[src/rtl/walk_sensor_frontend_if.sv]
// rtl/walk_sensor_frontend_if.sv - bundle of walk/sensor front-end inputs and controller-facing outputs
interface walk_sensor_frontend_if;
  logic       tick;
  logic [3:0] wlk_raw;
  logic       sensor_raw;
  logic       walk_ack;
  logic       jam_clr;
  logic [3:0] walk_src;
  logic       walk_req;
  logic       sensor_db;
  logic       jam;

  modport master (
    output tick, wlk_raw, sensor_raw, walk_ack, jam_clr,
    input  walk_src, walk_req, sensor_db, jam
  );

  modport slave (
    input  tick, wlk_raw, sensor_raw, walk_ack, jam_clr,
    output walk_src, walk_req, sensor_db, jam
  );
endinterface

[src/rtl/walk_sensor_frontend.sv]
// rtl/walk_sensor_frontend.sv - synchronizes and debounces walk buttons and side-road sensor, latches walk requests and jam flag
module walk_sensor_frontend #(
  parameter int unsigned DB_TICKS  = 4,
  parameter int unsigned JAM_TICKS = 6
) (
  input logic                  clk,
  input logic                  rst,
  walk_sensor_frontend_if.slave bus
);

  localparam logic [7:0] DB_LIM  = 8'(DB_TICKS);
  localparam logic [7:0] JAM_LIM = 8'(JAM_TICKS);

  logic [4:0] raw;
  logic [4:0] sync1;
  logic [4:0] sync2;
  logic [4:0] db;
  logic [7:0] cnt [5];
  logic [3:0] db_prev;
  logic [3:0] rise;
  logic [3:0] walk_src;
  logic       walk_req;
  logic [7:0] jcnt;
  logic       jam;

  // bit 4 is the vehicle sensor, bits 3:0 the crossing buttons
  assign raw = {bus.sensor_raw, bus.wlk_raw};

  always_ff @(posedge clk or negedge rst) begin
    if (!rst) begin
      sync1 <= '0;
      sync2 <= '0;
    end else begin
      sync1 <= raw;
      sync2 <= sync1;
    end
  end

  always_ff @(posedge clk or negedge rst) begin
    if (!rst) begin
      db <= '0;
      for (int i = 0; i < 5; i++) cnt[i] <= '0;
    end else begin
      for (int i = 0; i < 5; i++) begin
        if (sync2[i] == db[i]) begin
          cnt[i] <= '0;
        end else if (bus.tick) begin
          if (cnt[i] + 8'd1 == DB_LIM) begin
            db[i]  <= ~db[i];
            cnt[i] <= '0;
          end else begin
            cnt[i] <= cnt[i] + 8'd1;
          end
        end
      end
    end
  end

  assign rise = db[3:0] & ~db_prev;

  // a press rising in the same clk as walk_ack survives the clear
  always_ff @(posedge clk or negedge rst) begin
    if (!rst) begin
      db_prev  <= '0;
      walk_src <= '0;
      walk_req <= 1'b0;
    end else begin
      db_prev  <= db[3:0];
      walk_src <= (bus.walk_ack ? 4'b0000 : walk_src) | rise;
      walk_req <= |walk_src;
    end
  end

  always_ff @(posedge clk or negedge rst) begin
    if (!rst) begin
      jcnt <= '0;
      jam  <= 1'b0;
    end else if (bus.jam_clr) begin
      jcnt <= '0;
      jam  <= 1'b0;
    end else if (!db[4]) begin
      jcnt <= '0;
    end else if (bus.tick && jcnt < JAM_LIM) begin
      jcnt <= jcnt + 8'd1;
      if (jcnt + 8'd1 == JAM_LIM) jam <= 1'b1;
    end
  end

  assign bus.walk_src  = walk_src;
  assign bus.walk_req  = walk_req;
  assign bus.sensor_db = db[4];
  assign bus.jam       = jam;

endmodule

[src/flat_wrapper.sv]
// flat-port wrapper written by rule: the top's interface ports become plain ports
module walk_sensor_frontend_flat 
#(
  parameter int unsigned DB_TICKS  = 4,
  parameter int unsigned JAM_TICKS = 6
)
  (clk, rst, bus_tick, bus_wlk_raw, bus_sensor_raw, bus_walk_ack, bus_jam_clr, bus_walk_src, bus_walk_req, bus_sensor_db, bus_jam);
  walk_sensor_frontend_if bus_i ();
  input logic clk;
  input logic rst;
  input wire logic [$bits(bus_i.tick)-1:0] bus_tick;
  input wire logic [$bits(bus_i.wlk_raw)-1:0] bus_wlk_raw;
  input wire logic [$bits(bus_i.sensor_raw)-1:0] bus_sensor_raw;
  input wire logic [$bits(bus_i.walk_ack)-1:0] bus_walk_ack;
  input wire logic [$bits(bus_i.jam_clr)-1:0] bus_jam_clr;
  output wire logic [$bits(bus_i.walk_src)-1:0] bus_walk_src;
  output wire logic [$bits(bus_i.walk_req)-1:0] bus_walk_req;
  output wire logic [$bits(bus_i.sensor_db)-1:0] bus_sensor_db;
  output wire logic [$bits(bus_i.jam)-1:0] bus_jam;
  assign bus_i.tick = bus_tick;
  assign bus_i.wlk_raw = bus_wlk_raw;
  assign bus_i.sensor_raw = bus_sensor_raw;
  assign bus_i.walk_ack = bus_walk_ack;
  assign bus_i.jam_clr = bus_jam_clr;
  assign bus_walk_src = bus_i.walk_src;
  assign bus_walk_req = bus_i.walk_req;
  assign bus_sensor_db = bus_i.sensor_db;
  assign bus_jam = bus_i.jam;
  walk_sensor_frontend #(.DB_TICKS(DB_TICKS), .JAM_TICKS(JAM_TICKS)) u_core (.clk(clk), .rst(rst), .bus(bus_i));
endmodule
[config.mk]
export PLATFORM = sky130hd
export DESIGN_NAME = walk_sensor_frontend_flat
export DESIGN_NICKNAME = d
export VERILOG_FILES = /design/src/rtl/walk_sensor_frontend_if.sv /design/src/rtl/walk_sensor_frontend.sv /design/src/flat_wrapper.sv
export SDC_FILE = /design/constraint.sdc
export NUM_CORES = 1
export LEC_CHECK = 0
export CORE_MARGIN = 3
export CORE_UTILIZATION = 50
export CTS_CLUSTER_DIAMETER = 30
export CTS_CLUSTER_SIZE = 12
export DETAILED_ROUTE_END_ITERATION = 10
export GPL_ROUTABILITY_DRIVEN = 0
export PLACE_DENSITY = 0.68
export SETUP_SLACK_MARGIN = 0.02
export SYNTH_ARGS = -nofsm -noshare
export SYNTH_HDL_FRONTEND = slang
export SYNTH_SLANG_ARGS = --single-unit
[constraint.sdc]
create_clock -name clk -period 2.8 [get_ports clk]
set_input_delay 0.84 -clock clk [delete_from_list [all_inputs] [get_ports clk]]
set_output_delay 0.84 -clock clk [all_outputs]
set_load 0.03 [all_outputs]
==> results.json, run 1 <==
{
  "status": "finished clean",
  "setup_tns_ns": 0,
  "nets": 391,
  "synthTopCellsByArea": "dfrtp_1 50%, xor2_1 7.2%, xnor2_1 5.1%, nor2_1 4.4%, ha_1 4.1%",
  "cpPeakStageDelay_ns": 0.71,
  "numPortBuffers": 16,
  "ir_drop_v": 0.000327,
  "finalPower_w": 0.00227,
  "met1_usage_pct": 23.3,
  "setup_viol": 0,
  "avgSynthCellArea_sq_um": 10.4,
  "power_density_nw_per_um2": 547,
  "cp_max_fo": 5,
  "core_sq_um": 6910,
  "crit_chain": "clkdlybuf4s50_1",
  "route.vias.total": 2558,
  "relSlewSlack_pct": 46.0,
  "synth_seq_cells": 73,
  "grt_first_pass_wirelength_um": 11400,
  "finalCritPeriodShare_pct": 83.1,
  "post_drt_wl_per_cell_um": 13.6,
  "postCtsHoldBufs": 0,
  "grt-ovfl-total": 0,
  "cts.sinks": 73,
  "clk_pin_slew_worst_paths_ns": 0.08,
  "yosysUniqueCellTypes": 47,
  "met3_usage_pct": 5.22,
  "crit_path_end_kind": "primary output",
  "drive_gt1_share_pct": 8.02,
  "clock-root-buffer": "clkbuf_8",
  "slew_viol_final": 0,
  "drt_iter0_markers": 79,
  "p_int_w": 0.00174,
  "clk_latency_ns": 0.34,
  "fin_crit_ns": 2.33,
  "rsz0062_at_grt": "false",
  "syn-cell-area_sq_um": 3630,
  "synthArstFlopShare_pct": 100,
  "wl_um": 6390,
  "postRouteAntennaNets": 0,
  "n_antenna_cell": 0,
  "pin_count": 17,
  "startpoint_type": "flip-flop",
  "p_sw_w": 0.000533,
  "power.share.clock_pct": 43.9,
  "numCtsBuffers": 9,
  "place_inst": 454,
  "place_hpwl_um": 4190,
  "hold_viol": 0,
  "track_usage_pct": 17.1,
  "clock_skew_ns": 0.00760,
  "drcViolationCount": 0,
  "p_comb_share_pct": 6.9,
  "routed_via_density": 5.44,
  "synth_nets": 370,
  "die-area_sq_um": 8310,
  "dieWidth_um": 91.2,
  "antenna_found_initial": 0,
  "clock_path_buffers": 2,
  "grt-busiest-layer": "met2",
  "worstPathRequired_ns": 1.96,
  "max-cap-violations": 0,
  "cts_tree": "built",
  "critPathBufInv": 1,
  "use_met2_pct": 25.5,
  "crit_slowest_cell": "clkdlybuf4s50_1",
  "synth_top_area_share_pct": 50.4,
  "critPathKind": "reg -> out",
  "final_cells": 470,
  "num_rows": 30,
  "firstDrtPassIters": 4,
  "post_cts_buffers": 0,
  "ys_seq_area_share_pct": 50.4,
  "grt_pass1_vias": 2405,
  "synth_cells": 348,
  "worst_pin_slew_ns": 0.804,
  "hold_path.class": "reg -> reg",
  "synth.most_common_cell": "dfrtp_1",
  "synth_edf_count": 0,
  "leakage_nw": 1.81,
  "holdWs_ns": 0.351,
  "netSwitchingFraction_pct": 23.4,
  "ys.flop_type": "dfrtp_1",
  "grt_max_degree": 38,
  "crit_family": "buffers and inverters",
  "synth_top_area_cell": "dfrtp_1",
  "max_freq_mhz": 430,
  "htree_num_levels": 3,
  "cp.arrival_ns": 1.49,
  "area_delta_synth_final_pct": 14.6,
  "synthTopCellsByCount": "73 x dfrtp_1, 43 x nor2_1, 30 x xor2_1",
  "cts_resized": 0,
  "initial_utilization_pct": 52.5,
  "die_h_um": 91.2,
  "power_frac_seq_pct": 49.2,
  "synth_warnings": 0
}
registers in the layout (all words and copies together) (netlist names), 4 cells and up:
signal and cells:
u_core.db 5, u_core.bus.walk_src 4, u_core.sync2 5, u_core.jcnt 8, u_core.cnt 40, u_core.db_prev 4, u_core.sync1 5
per-layer routing:
metal  up-vias  part of all wire [%]
met4         0                   1.2
met2        39                    46
met5         -                     0
met1      1251                    49
met3         7                   3.7
li1       1261                     -
cell usage in the layout, fill, tap and decap left out, drive strengths merged, types with 8 or more instances in the layout:
cell type and instances:
xor2 30, dfrtp 73, inv 13, nand4 12, nand2 24, nand3 15, clkbuf 9, nor3 13
clkdlybuf4s50 15, ha 12, xnor2 21, o22ai 8, nor2 43
kinds of logic (layout without fill, tap and decap cells):
| kind of cell | after synthesis | in the layout | synth area share (%) |
|---|---|---|---|
| fa+ha+maj | 12 | 12 | 4.14 |
| mux | 10 | 10 | 2.93 |
| compound gates | 37 | 37 | 7.73 |
| xor+xnor | 51 | 51 | 12.3 |
| flops | 73 | 73 | 50.4 |
| simple gates | 144 | 144 | 20.2 |
| buf+inv | 21 | 47 | 2.28 |
layout make-up:
cell class / count / area, sq um
Fill cell: 598 / 2750
Clock inverter: 7 / 118
Tap cell: 96 / 120
Inverter: 12 / 45.0
Clock buffer: 9 / 124
Timing Repair Buffer: 19 / 205
Multi-Input combinational cell: 254 / 1720
Sequential cell: 73 / 1830
path summary, 6_finish.rpt:
| check | slack, ns | end | cells after the start | from |
|---|---|---|---|---|
| min in group asynchronous | 0.45 | u_core.cnt[18]$_DFFE_PN0P_ | 1 | rst |
| max reg2reg | 0.61 | u_core.db[3]$_DFFE_PN0P_ | 6 | u_core.cnt[8]$_DFFE_PN0P_ |
| min reg2reg | 0.35 | u_core.sync2[0]$_DFF_PN0_ | 0 | u_core.sync1[0]$_DFF_PN0_ |
| max | 0.47 | bus_sensor_db | 1 | u_core.db[4]$_DFFE_PN0P_ |
| min | 0.35 | u_core.sync2[0]$_DFF_PN0_ | 0 | u_core.sync1[0]$_DFF_PN0_ |
| max in group asynchronous | 1.80 | u_core.cnt[31]$_DFFE_PN0P_ | 2 | rst |
power by group through the flow:
stage          clock, W  combinational (W)  sequential (W)
3_5_place_dp          0           0.000160         0.00114
3_3_place_gp          0           0.000156         0.00114
5_1_grt         0.00107           0.000176         0.00113
4_1_cts         0.00103           0.000161         0.00112
6_report       0.000998           0.000156         0.00112
2_1_floorplan         0          0.0000784         0.00114
per-stage QoR:
stage / utilization [%] / cell area, sq um / worst slack (ns)
2_1_floorplan: - / 3630 / 0.704
3_3_place_gp: 56.7 / 3920 / 0.209
3_5_place_dp: 56.7 / 3920 / 0.187
4_1_cts: 60.2 / 4160 / 0.450
5_1_grt: 60.2 / 4160 / 0.412
6_report: 60.2 / 4160 / 0.474
Power figures use the tool's default switching activity.
==> run 2: changes to the inputs <==
Settings changed: PLACE_DENSITY 0.68 to 0.71.
Clock period 2.8 ns to 2.02 ns, I/O delays scaled along.
==> run 2 against run 1 <==
Against the previous run: the run now ends with setup timing left; sequential cell count unchanged; sequential power increased by 37%; combinational power is 87% higher; register-to-register slack worse by 0.67 ns; critical path type is now reg -> reg; largest power group unchanged.
==> results.json, run 2 (same netlist as run 1, synthesis figures left out) <==
{
  "clock_skew_ns": 0.00529,
  "core_sq_um": 6910,
  "num_rows": 30,
  "nets": 431,
  "relSlewSlack_pct": 54.2,
  "area_delta_synth_final_pct": 26.0,
  "cts_tree": "built",
  "post_drt_wl_per_cell_um": 13.6,
  "critPathKind": "reg -> reg",
  "firstDrtPassIters": 4,
  "worstPathRequired_ns": 2.25,
  "hold_viol": 0,
  "slew_viol_final": 0,
  "cp.arrival_ns": 2.31,
  "startpoint_type": "flip-flop",
  "holdWs_ns": 0.137,
  "track_usage_pct": 18.1,
  "setup_viol": 1,
  "cp_num_cells": 6,
  "numCtsBuffers": 9,
  "route.vias.total": 2706,
  "grt_max_degree": 38,
  "leakage_nw": 2.12,
  "status": "finished with violations",
  "setup_tns_ns": -0.0556,
  "top_register": "u_core.cnt",
  "n_antenna_cell": 0,
  "ir_drop_v": 0.000471,
  "drcViolationCount": 0,
  "cts.sinks": 73,
  "max_freq_mhz": 482,
  "numPortBuffers": 16,
  "antenna_found_initial": 0,
  "pre_cts_ws_ns": -0.309,
  "largest_reg_flops": 40,
  "clock-root-buffer": "clkbuf_8",
  "clk_pin_slew_worst_paths_ns": 0.08,
  "cpPeakStageDelay_ns": 0.50,
  "rr_worst_depth": 6,
  "grt_first_pass_wirelength_um": 12100,
  "top_regs": "u_core.cnt: 40 flops, u_core.jcnt: 8 flops",
  "seq_area_sq_um": 1830,
  "clk_latency_ns": 0.34,
  "nFillCells": 574,
  "grt_pass1_vias": 2647,
  "die-area_sq_um": 8310,
  "place_hpwl_um": 4670,
  "finalCritPeriodShare_pct": 103,
  "crit_family": "simple AND/OR/NAND/NOR gates",
  "crit_path_end_kind": "flip-flop",
  "worst_pin_slew_ns": 0.682,
  "crit_slowest_cell": "or4b_1",
  "final_common_cell": "dfrtp_1",
  "fin_crit_ns": 2.08,
  "grt-ovfl-total": 0,
  "initial_utilization_pct": 52.5,
  "crit_chain": "ha_1, or3b_4, or4b_1, o31a_2, nor3_4, mux2_4",
  "postCtsHoldBufs": 0,
  "hold_path.class": "in -> async",
  "finalWorstSetupSlack_ns": -0.0556,
  "rsz0062_at_grt": "true",
  "critPathBufInv": 0,
  "drt_iter0_markers": 91,
  "routed_via_density": 5.31,
  "wl_um": 6940,
  "dieWidth_um": 91.2,
  "die_h_um": 91.2,
  "violations": "setup timing",
  "drive_gt1_share_pct": 19.3,
  "pin_count": 17,
  "htree_num_levels": 3,
  "cp_max_fo": 2,
  "power_density_nw_per_um2": 725,
  "max-cap-violations": 0,
  "postRouteAntennaNets": 0,
  "multi_input_area_sq_um": 1800,
  "clock_path_buffers": 2,
  "final_cell_mix": "73 x dfrtp_1, 43 x nor2_1, 42 x buf_4"
}
==> run 2: cell types whose count changed in the layout (fill, tap and decap cells not counted), sizes merged <==
cell,delta
clkdlybuf4s50,-6
dlygate4sd2,+2
inv,-1
dlymetal6s2s,+4
buf,+40
bufinv,+1
==> run 2: worst paths after layout <==
path                                                start                          to  slack [ns]
worst max-delay path            u_core.cnt[8]$_DFFE_PN0P_    u_core.db[3]$_DFFE_PN0P_       -0.06
worst min-delay path                                  rst  u_core.cnt[23]$_DFFE_PN0P_        0.14
worst max register to register  u_core.cnt[8]$_DFFE_PN0P_    u_core.db[3]$_DFFE_PN0P_       -0.06
worst min register to register  u_core.sync1[0]$_DFF_PN0_   u_core.sync2[0]$_DFF_PN0_        0.35
max in group asynchronous                             rst   u_core.sync2[4]$_DFF_PN0_        1.36
min in group clk                u_core.sync1[0]$_DFF_PN0_   u_core.sync2[0]$_DFF_PN0_        0.35
==> run 2: through the flow <==
step	util, %	std cells	cell area [sq um]	total power [W]
2_1_floorplan	-	348	3630	0.00169
3_5_place_dp	60.4	488	4170	0.00184
4_1_cts	64.6	506	4460	0.00335
6_report	66.2	510	4570	0.00331
5_1_grt	66.2	510	4570	0.00347
3_3_place_gp	60.4	488	4170	0.00183
==> run 2: final cells by class <==
class / instances / share of cell area (%)
clock buffers: 9 / 2.71
multi-input cells: 254 / 39.4
flip-flops and latches: 73 / 40.0
repair buffers: 59 / 11.2
inverters: 12 / 0.985
clock inverters: 7 / 3.12
well taps: 96 / 2.63
==> run 2: routing by layer <==
metal | GRT usage (%) | share of wire, %
met1 | 23.7 | 47
met5 | 0 | 0
met3 | 4.89 | 3.1
met4 | 6.53 | 0.79
met2 | 28.9 | 49
==> run 2: power by group <==
| group | internal, W | switching (W) | leakage, nW |
|---|---|---|---|
| Sequential | 0.00150 | 0.0000272 | 0.988 |
| Clock | 0.000947 | 0.000545 | 0.133 |
| Combinational | 0.000131 | 0.000162 | 0.998 |
| Total | 0.00258 | 0.000734 | 2.12 |
==> run 2: repair_timing <==
action,CTS,global route
pin swaps,0,5
cloned,0,0
endpoints found under the setup margin,7,10
resized for setup,6,16
buffers inserted,2,4
==> run 2: worst register-to-register path, delay by kind of cell (launching register included) <==
kind	cells	cell delay, ns
and+or+nand+nor	3	1.01
adders and majority gates	1	0.14
AOI/OAI and AO/OA	1	0.15
DFF	1	0.35
muxes	1	0.32
==> run 3: changes to the inputs <==
Settings changed: SKIP_CTS_REPAIR_TIMING set to 1.
==> run 3 against run 2 <==
Against the previous run: the run still ends with setup timing left; fmax barely moved; register-to-register slack about the same; sequential share of layout area is 0.26 points higher; via count grew 0.18%; combinational power fell by 3%; largest power group unchanged; highest routed layer unchanged.
==> results.json, run 3 (same netlist as run 1, synthesis figures left out) <==
{
  "n_antenna_cell": 0,
  "grt_pass1_vias": 2616,
  "violations": "setup timing",
  "nFillCells": 585,
  "cp_max_fo": 2,
  "critPathKind": "reg -> reg",
  "clock-root-buffer": "clkbuf_8",
  "largest_reg_flops": 40,
  "worst_pin_slew_ns": 0.703,
  "dieWidth_um": 91.2,
  "drive_gt1_share_pct": 18.5,
  "worstPathRequired_ns": 2.25,
  "drt_iter0_markers": 81,
  "seq_area_sq_um": 1830,
  "placed_area_sq_um": 4170,
  "place_hpwl_um": 4670,
  "grt_max_degree": 38,
  "max-cap-violations": 0,
  "nets": 427,
  "crit_chain": "ha_1, or3b_4, or4b_1, o31a_2, nor3_4, mux2_4",
  "clk_pin_slew_worst_paths_ns": 0.08,
  "final_common_cell": "dfrtp_1",
  "grt-ovfl-total": 0,
  "cts.sinks": 73,
  "firstDrtPassIters": 6,
  "fin_crit_ns": 2.08,
  "hold_viol": 0,
  "multi_input_area_sq_um": 1800,
  "startpoint_type": "flip-flop",
  "antenna_found_initial": 0,
  "crit_slowest_cell": "or4b_1",
  "drcViolationCount": 0,
  "top_register": "u_core.cnt",
  "num_rows": 30,
  "relSlewSlack_pct": 52.8,
  "final_area_sq_um": 4550,
  "route.vias.total": 2711,
  "status": "finished with violations",
  "cts_tree": "built",
  "post_drt_wl_per_cell_um": 13.8,
  "max_freq_mhz": 482,
  "critPathBufInv": 0,
  "numCtsBuffers": 9,
  "numPortBuffers": 16,
  "die-area_sq_um": 8310,
  "cpPeakStageDelay_ns": 0.50,
  "finalWorstSetupSlack_ns": -0.0559,
  "final_cell_mix": "71 x dfrtp_1, 43 x nor2_1, 38 x buf_4",
  "grt_first_pass_wirelength_um": 12000,
  "slew_viol_final": 0,
  "hold_path.class": "in -> async",
  "clk_latency_ns": 0.34,
  "routed_via_density": 5.36,
  "rsz0062_at_grt": "true",
  "die_h_um": 91.2,
  "holdWs_ns": 0.138,
  "core_sq_um": 6910,
  "top_regs": "u_core.cnt: 40 flops, u_core.jcnt: 8 flops",
  "htree_num_levels": 3,
  "finalCritPeriodShare_pct": 103,
  "cp.arrival_ns": 2.31,
  "ir_drop_v": 0.000482,
  "clock_skew_ns": 0.00825,
  "crit_family": "simple AND/OR/NAND/NOR gates",
  "postRouteAntennaNets": 0,
  "crit_path_end_kind": "flip-flop",
  "area_delta_synth_final_pct": 25.4,
  "pre_cts_ws_ns": -0.309,
  "wl_um": 6970,
  "pin_count": 17,
  "track_usage_pct": 17.9,
  "final_util_pct": 65.9,
  "leakage_nw": 2.12,
  "initial_utilization_pct": 52.5,
  "power_density_nw_per_um2": 729,
  "clock_path_buffers": 2,
  "setup_viol": 1
}
## run 3: final cells by class
cell class | instances | share of cell area (%)
Clock buffer | 9 | 2.72
Clock inverter | 7 | 3.14
Inverter | 12 | 0.990
Multi-Input combinational cell | 254 | 39.5
Sequential cell | 73 | 40.2
Tap cell | 96 | 2.64
Timing Repair Buffer | 55 | 10.8
## run 3: through the flow
step / instances / setup TNS [ns] / power [W]
floorplan: 348 / -0.0588 / 0.00169
global placement: 488 / -1.39 / 0.00183
detailed placement: 488 / -2.01 / 0.00184
CTS: 504 / -0.140 / 0.00335
global route: 506 / -0.361 / 0.00347
finish: 506 / -0.0559 / 0.00331
## run 3: layer usage
layer	global-route usage (%)	routed length (um)	up-vias
met5	0	0	-
met1	23.5	3350	1340
met4	6.53	69	0
met3	4.89	181	6
li1	-	-	1334
met2	28.4	3370	31
## run 3: worst paths after layout
kind | cells past startpoint | to | startpoint | slack (ns)
setup / recovery | 6 | u_core.db[3]$_DFFE_PN0P_ | u_core.cnt[8]$_DFFE_PN0P_ | -0.06
max in group asynchronous | 2 | u_core.cnt[6]$_DFFE_PN0P_ | rst | 1.35
min in group clk | 0 | u_core.sync2[0]$_DFF_PN0_ | u_core.sync1[0]$_DFF_PN0_ | 0.35
hold / removal | 1 | u_core.cnt[23]$_DFFE_PN0P_ | rst | 0.14
setup reg to reg | 6 | u_core.db[3]$_DFFE_PN0P_ | u_core.cnt[8]$_DFFE_PN0P_ | -0.06
hold reg to reg | 0 | u_core.sync2[0]$_DFF_PN0_ | u_core.sync1[0]$_DFF_PN0_ | 0.35
## run 3: report_power, final
group          internal [W]  switching [W]
combinational      0.000124       0.000158
clock              0.000947       0.000551
sequential          0.00150      0.0000304
total               0.00257       0.000739
